## config.mk

```make
export PLATFORM = sky130hd
export DESIGN_NAME = alu32_cmd_ctrl_flat
export DESIGN_NICKNAME = d
export VERILOG_FILES = /design/src/rtl/alu32_cmd_ctrl_if.sv /design/src/rtl/alu32_cmd_ctrl.sv /design/src/flat_wrapper.sv
export SDC_FILE = /design/constraint.sdc
export NUM_CORES = 1
export LEC_CHECK = 0
export CELL_PAD_IN_SITES_DETAIL_PLACEMENT = 1
export CELL_PAD_IN_SITES_GLOBAL_PLACEMENT = 1
export CORE_MARGIN = 3
export CORE_UTILIZATION = 57
export CTS_CLUSTER_SIZE = 8
export DETAILED_ROUTE_END_ITERATION = 12
export DONT_BUFFER_PORTS = 1
export HOLD_SLACK_MARGIN = 0.1
export PLACE_DENSITY_LB_ADDON = 0.1
export SLEW_MARGIN = 40
export SYNTH_ARGS = -nofsm -noshare
export SYNTH_HDL_FRONTEND = slang
export SYNTH_SLANG_ARGS = --single-unit
```

## constraint.sdc

```tcl
create_clock -name clk -period 7.25 [get_ports clk]
set_input_delay 1.45 -clock clk [delete_from_list [all_inputs] [get_ports clk]]
set_output_delay 1.45 -clock clk [all_outputs]
set_load 0.05 [all_outputs]
```

## src/rtl/alu32_cmd_ctrl_if.sv

```systemverilog
// alu32_cmd_ctrl_if: command, ALU and response channels of alu32_cmd_ctrl.
// Optional flag outputs exist only when ALU_FLAGS_EN is defined.
interface alu32_cmd_ctrl_if;
  logic        cmd_valid;
  logic        cmd_ready;
  logic [3:0]  cmd_op;
  logic [31:0] cmd_a;
  logic [31:0] cmd_b;
  logic [31:0] alu_a;
  logic [31:0] alu_b;
  logic [3:0]  alu_sel;
  logic [31:0] alu_y;
  logic        alu_cout;
  logic        rsp_valid;
  logic        rsp_ready;
  logic [31:0] rsp_y;
  logic        rsp_cout;
  logic        rsp_err;
`ifdef ALU_FLAGS_EN
  logic        rsp_zero;
  logic        rsp_neg;

  modport slave (
    input  cmd_valid, cmd_op, cmd_a, cmd_b,
    output cmd_ready,
    output alu_a, alu_b, alu_sel,
    input  alu_y, alu_cout,
    output rsp_valid, rsp_y, rsp_cout, rsp_err,
    output rsp_zero, rsp_neg,
    input  rsp_ready
  );

  modport master (
    output cmd_valid, cmd_op, cmd_a, cmd_b,
    input  cmd_ready,
    input  alu_a, alu_b, alu_sel,
    output alu_y, alu_cout,
    input  rsp_valid, rsp_y, rsp_cout, rsp_err,
    input  rsp_zero, rsp_neg,
    output rsp_ready
  );
`else
  modport slave (
    input  cmd_valid, cmd_op, cmd_a, cmd_b,
    output cmd_ready,
    output alu_a, alu_b, alu_sel,
    input  alu_y, alu_cout,
    output rsp_valid, rsp_y, rsp_cout, rsp_err,
    input  rsp_ready
  );

  modport master (
    output cmd_valid, cmd_op, cmd_a, cmd_b,
    input  cmd_ready,
    input  alu_a, alu_b, alu_sel,
    output alu_y, alu_cout,
    input  rsp_valid, rsp_y, rsp_cout, rsp_err,
    output rsp_ready
  );
`endif
endinterface

```

## src/rtl/alu32_cmd_ctrl.sv

```systemverilog
// alu32_cmd_ctrl: command FIFO + issue FSM in front of the 32-bit ALU.
// Define ALU_FLAGS_EN to add captured rsp_zero/rsp_neg flags.
module alu32_cmd_ctrl #(
  parameter int CMD_DEPTH = 4,
  parameter int PTR_W     = 2
) (
  input  logic             clk,
  input  logic             rst,
  alu32_cmd_ctrl_if.slave  bus,
  output logic             busy
);

  typedef enum logic [1:0] {
    IDLE,
    ISSUE,
    EXEC,
    RESP
  } state_t;

  localparam logic [PTR_W:0] DEPTH_C = (PTR_W+1)'(CMD_DEPTH);

  state_t state;

  logic [31:0]      mem_a  [CMD_DEPTH];
  logic [31:0]      mem_b  [CMD_DEPTH];
  logic [3:0]       mem_op [CMD_DEPTH];
  logic [PTR_W-1:0] wr_ptr;
  logic [PTR_W-1:0] rd_ptr;
  logic [PTR_W:0]   count;

  logic full;
  logic empty;
  logic push;
  logic pop;
  logic illegal;

  assign full    = (count == DEPTH_C);
  assign empty   = (count == '0);
  assign push    = bus.cmd_valid && !full;
  assign pop     = !empty &&
                   ((state == IDLE) ||
                    (state == RESP && bus.rsp_ready));
  assign illegal = (bus.alu_sel > 4'd9);

  assign bus.cmd_ready = !full;
  assign busy          = !empty || (state != IDLE);

  // Command storage; contents need no reset since count gates reads.
  always_ff @(posedge clk) begin
    if (push) begin
      mem_a[wr_ptr]  <= bus.cmd_a;
      mem_b[wr_ptr]  <= bus.cmd_b;
      mem_op[wr_ptr] <= bus.cmd_op;
    end
  end

  // FIFO pointers and occupancy.
  always_ff @(posedge clk) begin
    if (rst) begin
      wr_ptr <= '0;
      rd_ptr <= '0;
      count  <= '0;
    end else begin
      if (push) wr_ptr <= wr_ptr + 1'b1;
      if (pop)  rd_ptr <= rd_ptr + 1'b1;
      unique case ({push, pop})
        2'b10:   count <= count + 1'b1;
        2'b01:   count <= count - 1'b1;
        default: count <= count;
      endcase
    end
  end

  // Issue/capture FSM with registered ALU operands and response.
  always_ff @(posedge clk) begin
    if (rst) begin
      state         <= IDLE;
      bus.alu_a     <= '0;
      bus.alu_b     <= '0;
      bus.alu_sel   <= '0;
      bus.rsp_valid <= 1'b0;
      bus.rsp_y     <= '0;
      bus.rsp_cout  <= 1'b0;
      bus.rsp_err   <= 1'b0;
`ifdef ALU_FLAGS_EN
      bus.rsp_zero  <= 1'b0;
      bus.rsp_neg   <= 1'b0;
`endif
    end else begin
      unique case (state)
        IDLE: begin
          if (pop) begin
            bus.alu_a   <= mem_a[rd_ptr];
            bus.alu_b   <= mem_b[rd_ptr];
            bus.alu_sel <= mem_op[rd_ptr];
            state       <= ISSUE;
          end
        end
        ISSUE: begin
          state <= EXEC;
        end
        EXEC: begin
          bus.rsp_valid <= 1'b1;
          bus.rsp_err   <= illegal;
          bus.rsp_y     <= illegal ? 32'd0 : bus.alu_y;
          bus.rsp_cout  <= illegal ? 1'b0 : bus.alu_cout;
`ifdef ALU_FLAGS_EN
          bus.rsp_zero  <= !illegal && (bus.alu_y == 32'd0);
          bus.rsp_neg   <= !illegal && bus.alu_y[31];
`endif
          state         <= RESP;
        end
        RESP: begin
          if (bus.rsp_ready) begin
            bus.rsp_valid <= 1'b0;
            if (pop) begin
              bus.alu_a   <= mem_a[rd_ptr];
              bus.alu_b   <= mem_b[rd_ptr];
              bus.alu_sel <= mem_op[rd_ptr];
              state       <= ISSUE;
            end else begin
              state <= IDLE;
            end
          end
        end
        default: state <= IDLE;
      endcase
    end
  end

endmodule

```

## src/flat_wrapper.sv

```systemverilog
// flat-port wrapper written by rule: the top's interface ports become plain ports
module alu32_cmd_ctrl_flat 
#(
  parameter int CMD_DEPTH = 4,
  parameter int PTR_W     = 2
)
  (clk, rst, busy, bus_cmd_valid, bus_cmd_op, bus_cmd_a, bus_cmd_b, bus_cmd_ready, bus_alu_a, bus_alu_b, bus_alu_sel, bus_alu_y, bus_alu_cout, bus_rsp_valid, bus_rsp_y, bus_rsp_cout, bus_rsp_err, bus_rsp_ready);
  alu32_cmd_ctrl_if bus_i ();
  input  logic clk;
  input  logic rst;
  output logic busy;
  input wire logic [$bits(bus_i.cmd_valid)-1:0] bus_cmd_valid;
  input wire logic [$bits(bus_i.cmd_op)-1:0] bus_cmd_op;
  input wire logic [$bits(bus_i.cmd_a)-1:0] bus_cmd_a;
  input wire logic [$bits(bus_i.cmd_b)-1:0] bus_cmd_b;
  output wire logic [$bits(bus_i.cmd_ready)-1:0] bus_cmd_ready;
  output wire logic [$bits(bus_i.alu_a)-1:0] bus_alu_a;
  output wire logic [$bits(bus_i.alu_b)-1:0] bus_alu_b;
  output wire logic [$bits(bus_i.alu_sel)-1:0] bus_alu_sel;
  input wire logic [$bits(bus_i.alu_y)-1:0] bus_alu_y;
  input wire logic [$bits(bus_i.alu_cout)-1:0] bus_alu_cout;
  output wire logic [$bits(bus_i.rsp_valid)-1:0] bus_rsp_valid;
  output wire logic [$bits(bus_i.rsp_y)-1:0] bus_rsp_y;
  output wire logic [$bits(bus_i.rsp_cout)-1:0] bus_rsp_cout;
  output wire logic [$bits(bus_i.rsp_err)-1:0] bus_rsp_err;
  input wire logic [$bits(bus_i.rsp_ready)-1:0] bus_rsp_ready;
  assign bus_i.cmd_valid = bus_cmd_valid;
  assign bus_i.cmd_op = bus_cmd_op;
  assign bus_i.cmd_a = bus_cmd_a;
  assign bus_i.cmd_b = bus_cmd_b;
  assign bus_cmd_ready = bus_i.cmd_ready;
  assign bus_alu_a = bus_i.alu_a;
  assign bus_alu_b = bus_i.alu_b;
  assign bus_alu_sel = bus_i.alu_sel;
  assign bus_i.alu_y = bus_alu_y;
  assign bus_i.alu_cout = bus_alu_cout;
  assign bus_rsp_valid = bus_i.rsp_valid;
  assign bus_rsp_y = bus_i.rsp_y;
  assign bus_rsp_cout = bus_i.rsp_cout;
  assign bus_rsp_err = bus_i.rsp_err;
  assign bus_i.rsp_ready = bus_rsp_ready;
  alu32_cmd_ctrl #(.CMD_DEPTH(CMD_DEPTH), .PTR_W(PTR_W)) u_core (.clk(clk), .rst(rst), .bus(bus_i), .busy(busy));
endmodule
```

* Word level (Yosys, flattened, before mapping)
Memory sizes are Yosys's and may differ from the RTL's. A register that Yosys moved wholly into a read port is not among the register bits.
Index checks and enable logic that the tools add are counted.
** Storage, ports and cells
- Flip-flop bits (word level) :: 112
- Bits in writable memories :: 272
- Bits of input ports :: 105
- Output and inout port bits :: 105
- Logic and storage cells :: 69
- Memories kept :: 3
** Memories
- u_core.mem_a :: words 4, bits a word 32, read ports 1, clocked after Yosys merged registers in 1, wr ports 1, RTL line alu32_cmd_ctrl.sv:24 : logic [31:0] mem_a [CMD_DEPTH];
- u_core.mem_b :: words 4, bits a word 32, read ports 1, clocked after Yosys merged registers in 1, wr ports 1, RTL line alu32_cmd_ctrl.sv:25 : logic [31:0] mem_b [CMD_DEPTH];
- u_core.mem_op :: words 4, bits a word 4, read ports 1, clocked after Yosys merged registers in 1, wr ports 1, RTL line alu32_cmd_ctrl.sv:26 : logic [3:0] mem_op [CMD_DEPTH];
** Operators by class
- Add/subtract/negate cells :: 4
- Order comparisons :: 1
- Equality and inequality tests :: 8
- Muxes and demuxes :: 26
- Reductions and logical operators :: 16
** Operators by type and width (count)
- $mux 32 :: 5
- $pmux 32 s2 :: 2
- $mux 2 :: 8
- $mux 4 :: 2
- $pmux 2 s4 :: 1
- $pmux 4 s2 :: 1
- $reduce_bool 2->1 :: 4
- $eq 2x2->1 const B :: 3
- $pmux 3 s2 :: 1
- $reduce_and 2->1 :: 3
- $mux 1 :: 5
- $add 2x1->2 const B :: 2
- $eq 2x1->1 const B :: 2
- $gt 4x4->1 const B :: 1
- $add 3x1->3 const B :: 1
- $eq 3x3->1 const B :: 1
- $logic_and 1x1->1 :: 3
- $logic_not 3->1 :: 1
- $sub 3x1->3 const B :: 1
- $logic_not 1->1 :: 2
- $logic_not 2->1 :: 1
- $logic_or 1x1->1 :: 2
- $ne 2x1->1 const B :: 1
- $ne 2x2->1 const B :: 1
- $pmux 1 s2 :: 1

* Depth between registers and ports, before layout
Gate-level depths: netlist (run 1).
- Depth after elaboration :: 7
- Depth in mapped cells :: 10
- Gate-level depth less buffers :: 10

* Worst setup path after synthesis (run 1)
Ideal clock, no wire load.
- Kind :: input to register
- Start :: input port bus_cmd_valid
- End :: memory u_core.mem_a[0][0] (enable)
- Library setup time :: 0.434 ns
- Arrival :: 3.352 ns
- Data required time :: 6.816 ns
- Setup slack :: 3.464 ns
- Stages :: 2
- Path buffers :: 1
- Path through :: buf_1 > and3_1
** Between the ends
- Cells in the longest elaborated chain, start to end :: 3
** Ends and longest elaborated chain
- start, declared :: RTL line flat_wrapper.sv:12 : input wire logic [$bits(bus_i.cmd_valid)-1:0] bus_cmd_valid;
- $logic_and 1x1->1 :: RTL line alu32_cmd_ctrl.sv:39 : assign push = bus.cmd_valid && !full;
- $mux 1 :: RTL line alu32_cmd_ctrl.sv:50 : if (push) begin
- $mux 1 (not written as such) :: RTL line alu32_cmd_ctrl.sv:51 : mem_a[wr_ptr] <= bus.cmd_a;
- end, declared :: RTL line alu32_cmd_ctrl.sv:24
Every way passes these cells.

* Final worst setup path (run 1)
- Start :: register u_core.state[0]
- End :: output port busy
** Between the ends
- Cells in the longest elaborated chain, start to end :: 2
** Ends and longest elaborated chain
- start, declared :: RTL line alu32_cmd_ctrl.sv:22 : state_t state;
- start signal, assigned :: RTL line alu32_cmd_ctrl.sv:77 : state <= IDLE;
- start signal, assigned :: RTL line alu32_cmd_ctrl.sv:96 : state <= ISSUE;
- start signal, assigned :: RTL line alu32_cmd_ctrl.sv:100 : state <= EXEC;
- $reduce_bool 2->1 :: RTL line alu32_cmd_ctrl.sv:46 : assign busy = !empty || (state != IDLE);
- $logic_or 1x1->1 :: RTL line alu32_cmd_ctrl.sv:46
- end, declared :: RTL line flat_wrapper.sv:11 : output logic busy;
Every way passes these cells.

==> results of run 1 <==
[power by group through the flow]
stage	clock (W)	combinational [W]	sequential (W)
2_1_floorplan	0	0.00128	0.00354
3_3_place_gp	0	0.00144	0.00369
3_5_place_dp	0	0.00158	0.00369
4_1_cts	0.00232	0.00161	0.00365
5_1_grt	0.00243	0.00175	0.00369
6_report	0.00229	0.00161	0.00365
[flip-flops by register name, summed over array words and instances, names as in the netlist, named ones only]
name and count:
u_core.mem_b 128, u_core.count 3, u_core.bus.alu_b 32, u_core.state 2
u_core.mem_op 16, u_core.rd_ptr 2, u_core.bus.rsp_err 1, u_core.mem_a 128
u_core.bus.rsp_cout 1, u_core.bus.alu_sel 4, u_core.bus.rsp_valid 1, u_core.bus.alu_a 32
u_core.bus.rsp_y 32, u_core.wr_ptr 2
[layout make-up]
| class | instances | area (sq um) |
|---|---|---|
| inverter | 9 | 33.8 |
| tap | 324 | 405 |
| fill | 2127 | 8260 |
| clock inverter | 3 | 37.5 |
| clock buffer | 94 | 1520 |
| multi-input combinational | 432 | 3620 |
| sequential | 386 | 10500 |
| timing repair buffer | 15 | 260 |
[cells in the mapped netlist, types with 2 or more instances]
library cell and number:
o21ai_1 3, a211oi_1 2, ha_1 9, nor2b_1 2
o21ai_0 69, inv_1 9, clkbuf_2 2, buf_1 7
mux4_2 68, dfxtp_1 114, buf_12 3, nand2_1 2
a21o_1 2, nand2b_1 34, clkbuf_1 35, a21oi_1 111
nor2_1 7, xor2_1 2, buf_2 19, and3_1 4
nand3_1 103, edfxtp_1 272, buf_4 5, or3_1 4
[cell families after synthesis]
logic type / count (synthesis)
buf+inv: 81
flops: 386
xor+xnor: 2
simple gates: 161
mux: 70
fa+ha+maj: 10
compound gates: 189
[metrics by stage]
step,hold slack (ps),cells,util,setup slack (ps)
6_report,500,1263,0.664,3590
3_5_place_dp,475,1165,0.599,3950
2_1_floorplan,453,899,-,3460
5_1_grt,521,1263,0.664,3440
4_1_cts,498,1262,0.663,3310
3_3_place_gp,447,1155,0.590,4120
[layer usage]
metal,global-route usage,routed length (um),vias to the layer above
li1,-,-,3471
met1,0.293,12800,4100
met2,0.416,16800,283
met3,0.0773,2810,68
met4,0.0823,880,0
met5,0,0,-
[path summary, 6_finish.rpt]
| path | startpoint | to | slack (ps) | depth (start not counted) |
|---|---|---|---|---|
| max | u_core.state[0]$_SDFFE_PP0P_ | busy | 3590 | 4 |
| min | u_core.rd_ptr[1]$_SDFFE_PP0P_ | flip-flop | 500 | 2 |
| max reg2reg | u_core.count[2]$_SDFFE_PP0P_ | u_core.count[2]$_SDFFE_PP0P_ | 4460 | 8 |
| min reg2reg | u_core.rd_ptr[1]$_SDFFE_PP0P_ | flip-flop | 500 | 2 |
[cell usage in the layout, fill, tap and decap left out, types with 2 or more instances in the layout]
cell       count
edfxtp_1     272
dfxtp_1      112
a21oi_1      111
nand3_1      103
o21ai_0       69
mux4_2        68
clkbuf_16     55
clkbuf_1      39
nand2b_1      34
inv_1          9
buf_12         9
ha_1           8
nor2_1         7
and3_4         4
or3_1          3
nand2_1        2
o21ai_1        2
xor2_1         2
nor2b_1        2
a211oi_1       2
a21o_1         2
dfxtp_4        2
buf_4          2
buf_6          2
[worst register-to-register path, cell delays in order, from the launching register on]
cell	delay, ps
dfxtp_1	490
or3b_1	730
nand2_1	190
ha_1	190
inv_1	60
fa_1	380
xor2_1	170
or3_1	340
a21oi_1	170
==> flow_metrics.tcl, run 1 <==
set metrics [dict create \
    outcome "complete, no violations" \
    slew_viol_final 0 \
    antennaDiodeCount 0 \
    crit_type "reg -> out" \
    p_per_area_nw_per_um2 462 \
    post_cts_buffers 0 \
    pwr-share-clk 0.304 \
    grt_start_max_net_pins 114 \
    required_ps 5800 \
    drcViolationCount 0 \
    final_area_sq_um 16300 \
    chipHeight_um 165 \
    cpMaxStageDelayCell "nor4b_2" \
    arrival_ps 2210 \
    htreeDepth 2 \
    yosysTopAreaCellShare 0.567 \
    cpPeakStageDelay_ps 450 \
    synth_cells 899 \
    setup-tns-final_ps 0 \
    synth_top_area_cell "edfxtp_1" \
    fin_crit_sh 0.505 \
    synth-main-ff-cell "edfxtp_1" \
    rsz0062_at_grt "no" \
    drt-total-wl_um 33300 \
    synthesis.area_sq_um 14400 \
    synthAdderAreaFrac 0.00920 \
    cp-end-kind "output port" \
    hold_violations 0 \
    synthXorXnorAreaFrac 0.00122 \
    grt_pass1_vias 8704 \
    grt_pass1_wl_um 49800 \
    cts_buffer_depth 3 \
    avgSynthCellArea_sq_um 16.0 \
    cp_max_fo 4 \
    vias 7922 \
    start_kind "flip-flop" \
    globalplace.congestion 0.713 \
    drv_cap 0 \
    crit_buf_inv 2 \
    fin_crit_ps 3660 \
    cts_buffers 54 \
    clock_latency_ps 560 \
    yosysUniqueCellTypes 35 \
    power_frac_comb 0.213 \
    tightest_slew_ps 827 \
    drtAntennaViolNets 0 \
    dr.pass1.iters 4 \
    async_flop_share 0 \
    rows 57 \
    start_util 0.586 \
    synth_compound_area_frac 0.0672 \
    setup_viol 0 \
    p_switching_w 0.00279 \
    avgRoutedWirePerCell_um 26.4 \
    drive_above_1_share 0.165 \
    synth_mux_area_frac 0.109 \
    cp_cell_sequence "inv_1 -> ha_1 -> nor4b_2 -> inv_1" \
    sequentialPowerShare 0.483 \
    cts_tree "done" \
    ys_seq_area_frac 0.725 \
    grt_overflow_total 0 \
    hpwlAfterDp_um 18900 \
    slew_headroom 0.449 \
    ys_ff_latch 386 \
    dieArea_sq_um 27200 \
    area_growth_pct 13.4 \
    cts.sinks 386 \
    cts_hold_buffers 0 \
    p_leak_nw 5.16 \
    synth-warning-count 0 \
    yosys.area_share.simple 0.0602 \
    peakVddDrop_mv 0.368 \
    cts_resized 0 \
    swShare 0.370 \
    hold_path.class "reg -> reg" \
    gr-usage-all-layers 0.243 \
    placed_area_sq_um 14700 \
    synth.area.top_cells "edfxtp_1 57%, dfxtp_1 16%, mux4_2 11%, a21oi_1 3.9%, nand3_1 3.6%" \
    synth_edf_count 272 \
    core_area_sq_um 24600 \
    drt_iter0_drc 546 \
    root_buffer "clkbuf_16" \
    p_int_w 0.00475 \
    finalPower_w 0.00754 \
    crit_family "buffers and inverters" \
    max_freq_mhz 273 \
    vias_per_cell 6.27 \
    crit_path_frequent_cell "inv_1" \
    pin_count 210 \
    final_nets 1013 \
    die_w_um 165 \
    path_clk_slew_ps 50 \
    syn_nets 1014 \
    synth_top_family_by_area "multiplexers" \
    clock_skew_ps 12.9 \
    portBuffers 0 \
    antenna_found_initial 0 \
]
Note: power is estimated with default switching activity, not from simulation.
==> run 2: changes to the inputs <==
--- a/config.mk
+++ b/config.mk
@@ -8,7 +8,7 @@
 export CELL_PAD_IN_SITES_DETAIL_PLACEMENT = 1
 export CELL_PAD_IN_SITES_GLOBAL_PLACEMENT = 1
 export CORE_MARGIN = 3
-export CORE_UTILIZATION = 57
+export CORE_UTILIZATION = 52
 export CTS_CLUSTER_SIZE = 8
 export DETAILED_ROUTE_END_ITERATION = 12
 export DONT_BUFFER_PORTS = 1
==> constraint.sdc (replaced) <==
create_clock -name clk -period 3.7 [get_ports clk]
set_input_delay 0.74 -clock clk [delete_from_list [all_inputs] [get_ports clk]]
set_output_delay 0.74 -clock clk [all_outputs]
set_load 0.05 [all_outputs]
==> run 2 against run 1 <==
- wire length is 3.3% lower
- die area is 9.3% higher
- critical path depth stayed put
- critical path type unchanged
- register-to-register slack worse by 3500 ps
- final area hardly changed
- clock skew is 1.7 ps higher
- largest cell class unchanged
- setup slack worse by 3100 ps
- via count is 2.0% lower
- sequential share of layout area hardly changed
==> flow_metrics.tcl, run 2 (synthesized netlist as in run 1, its figures left out) <==
set metrics [dict create \
    setup_viol 0 \
    clock_latency_ps 550 \
    p_switching_w 0.00539 \
    cts.sinks 386 \
    tightest_slew_ps 824 \
    dr.pass1.iters 4 \
    p_int_w 0.00929 \
    globalplace.congestion 0.715 \
    power_frac_comb 0.212 \
    avgRoutedWirePerCell_um 24.5 \
    antenna_found_initial 0 \
    hold_violations 0 \
    fin_crit_sh 0.856 \
    slew_viol_final 0 \
    gr-usage-all-layers 0.215 \
    portBuffers 0 \
    mostFrequentLayoutCell "edfxtp_1" \
    max_freq_mhz 316 \
    drt_iter0_drc 495 \
    cp_max_fo 4 \
    chipHeight_um 172 \
    grt_pass1_vias 8467 \
    outcome "complete, no violations" \
    start_kind "flip-flop" \
    grt_overflow_total 0 \
    cts_buffer_depth 3 \
    cp-end-kind "output port" \
    required_ps 2960 \
    top_regs "u_core.mem_a (128), u_core.mem_b (128)" \
    grt_start_max_net_pins 114 \
    root_buffer "clkbuf_16" \
    clock_skew_ps 14.6 \
    start_util 0.532 \
    vias 7760 \
    swShare 0.367 \
    drtAntennaViolNets 0 \
    final_nets 1014 \
    drive_above_1_share 0.163 \
    crit_type "reg -> out" \
    cts_hold_buffers 0 \
    cts_buffers 54 \
    drcViolationCount 0 \
    setup-tns-final_ps 0 \
    core_area_sq_um 27100 \
    fillers 2405 \
    pwr-share-clk 0.302 \
    p_leak_nw 5.14 \
    rows 60 \
    pin_count 210 \
    htreeDepth 2 \
    slew_headroom 0.450 \
    regArea_sq_um 10500 \
    layout_common_cells "272 x edfxtp_1, 112 x dfxtp_1, 111 x a21oi_1" \
    p_per_area_nw_per_um2 899 \
    path_clk_slew_ps 50 \
    cts_tree "done" \
    hpwlAfterDp_um 18900 \
    multi_input_area_sq_um 3600 \
    grt_pass1_wl_um 48800 \
    rsz0062_at_grt "no" \
    antennaDiodeCount 0 \
    arrival_ps 2430 \
    post_cts_buffers 0 \
    drt-total-wl_um 32200 \
    dieArea_sq_um 29700 \
    hold_path.class "in -> reg" \
    vias_per_cell 5.91 \
    area_growth_pct 13.3 \
    fin_util 0.603 \
    sequentialPowerShare 0.486 \
    cts_resized 0 \
    drv_cap 0 \
    die_w_um 172 \
    peakVddDrop_mv 0.624 \
    fin_crit_ps 3170 \
]
==> run 2: changes by cell type in the layout (fill, tap and decap cells not counted), sizes merged <==
cell,before,now
inv,11,10
buf,15,16
clkbuf,94,95
clkinvlp,0,1
==> run 2: cell type report <==
class | instances | share of cell area
Clock buffer | 95 | 0.0922
Timing Repair Buffer | 16 | 0.0134
Tap cell | 372 | 0.0285
Multi-Input combinational cell | 432 | 0.221
Sequential cell | 386 | 0.640
Clock inverter | 3 | 0.00283
Inverter | 9 | 0.00207
==> run 2: per-stage QoR <==
stage               power, W  setup slack, ps  hold slack (ps)  cells  instance area (sq um)
global placement      0.0101             1090              462   1211                  14700
finish                0.0147              533              275   1313                  16300
CTS                   0.0148              533              249   1312                  16300
global route          0.0154              454              252   1313                  16300
detailed placement    0.0104              948              460   1214                  14800
floorplan            0.00945              624              453    899                  14400
==> run 2: final timing paths <==
check | start | to | slack [ps] | cells past startpoint
worst max-delay path | u_core.state[0]$_SDFFE_PP0P_ | busy | 530 | 4
worst min-delay path | rst | u_core.bus.alu_a[31]$_SDFFE_PP0P_ | 280 | 1
worst max register to register | u_core.count[2]$_SDFFE_PP0P_ | u_core.count[2]$_SDFFE_PP0P_ | 950 | 8
worst min register to register | u_core.rd_ptr[1]$_SDFFE_PP0P_ | flip-flop | 470 | 2
==> run 2: routing by layer <==
layer,up-vias,part of all wire,wire length [um],GRT usage
met5,-,0,0,0
met4,0,0.016,519,0.0482
met3,53,0.091,2930,0.0791
met2,244,0.51,16300,0.367
met1,3994,0.39,12500,0.263
li1,3469,-,-,-
==> run 2: power groups by stage <==
stage | clock (W) | sequential [W] | combinational [W]
3_5_place_dp | 0 | 0.00723 | 0.00312
3_3_place_gp | 0 | 0.00723 | 0.00291
6_report | 0.00443 | 0.00714 | 0.00311
4_1_cts | 0.00452 | 0.00716 | 0.00316
5_1_grt | 0.00474 | 0.00723 | 0.00343
2_1_floorplan | 0 | 0.00694 | 0.00251
==> run 2: critical path, cell delays in order (launching register included) <==
cell,delay [ps]
dfxtp_1,330
inv_1,130
ha_1,290
nor4b_1,660
inv_1,470
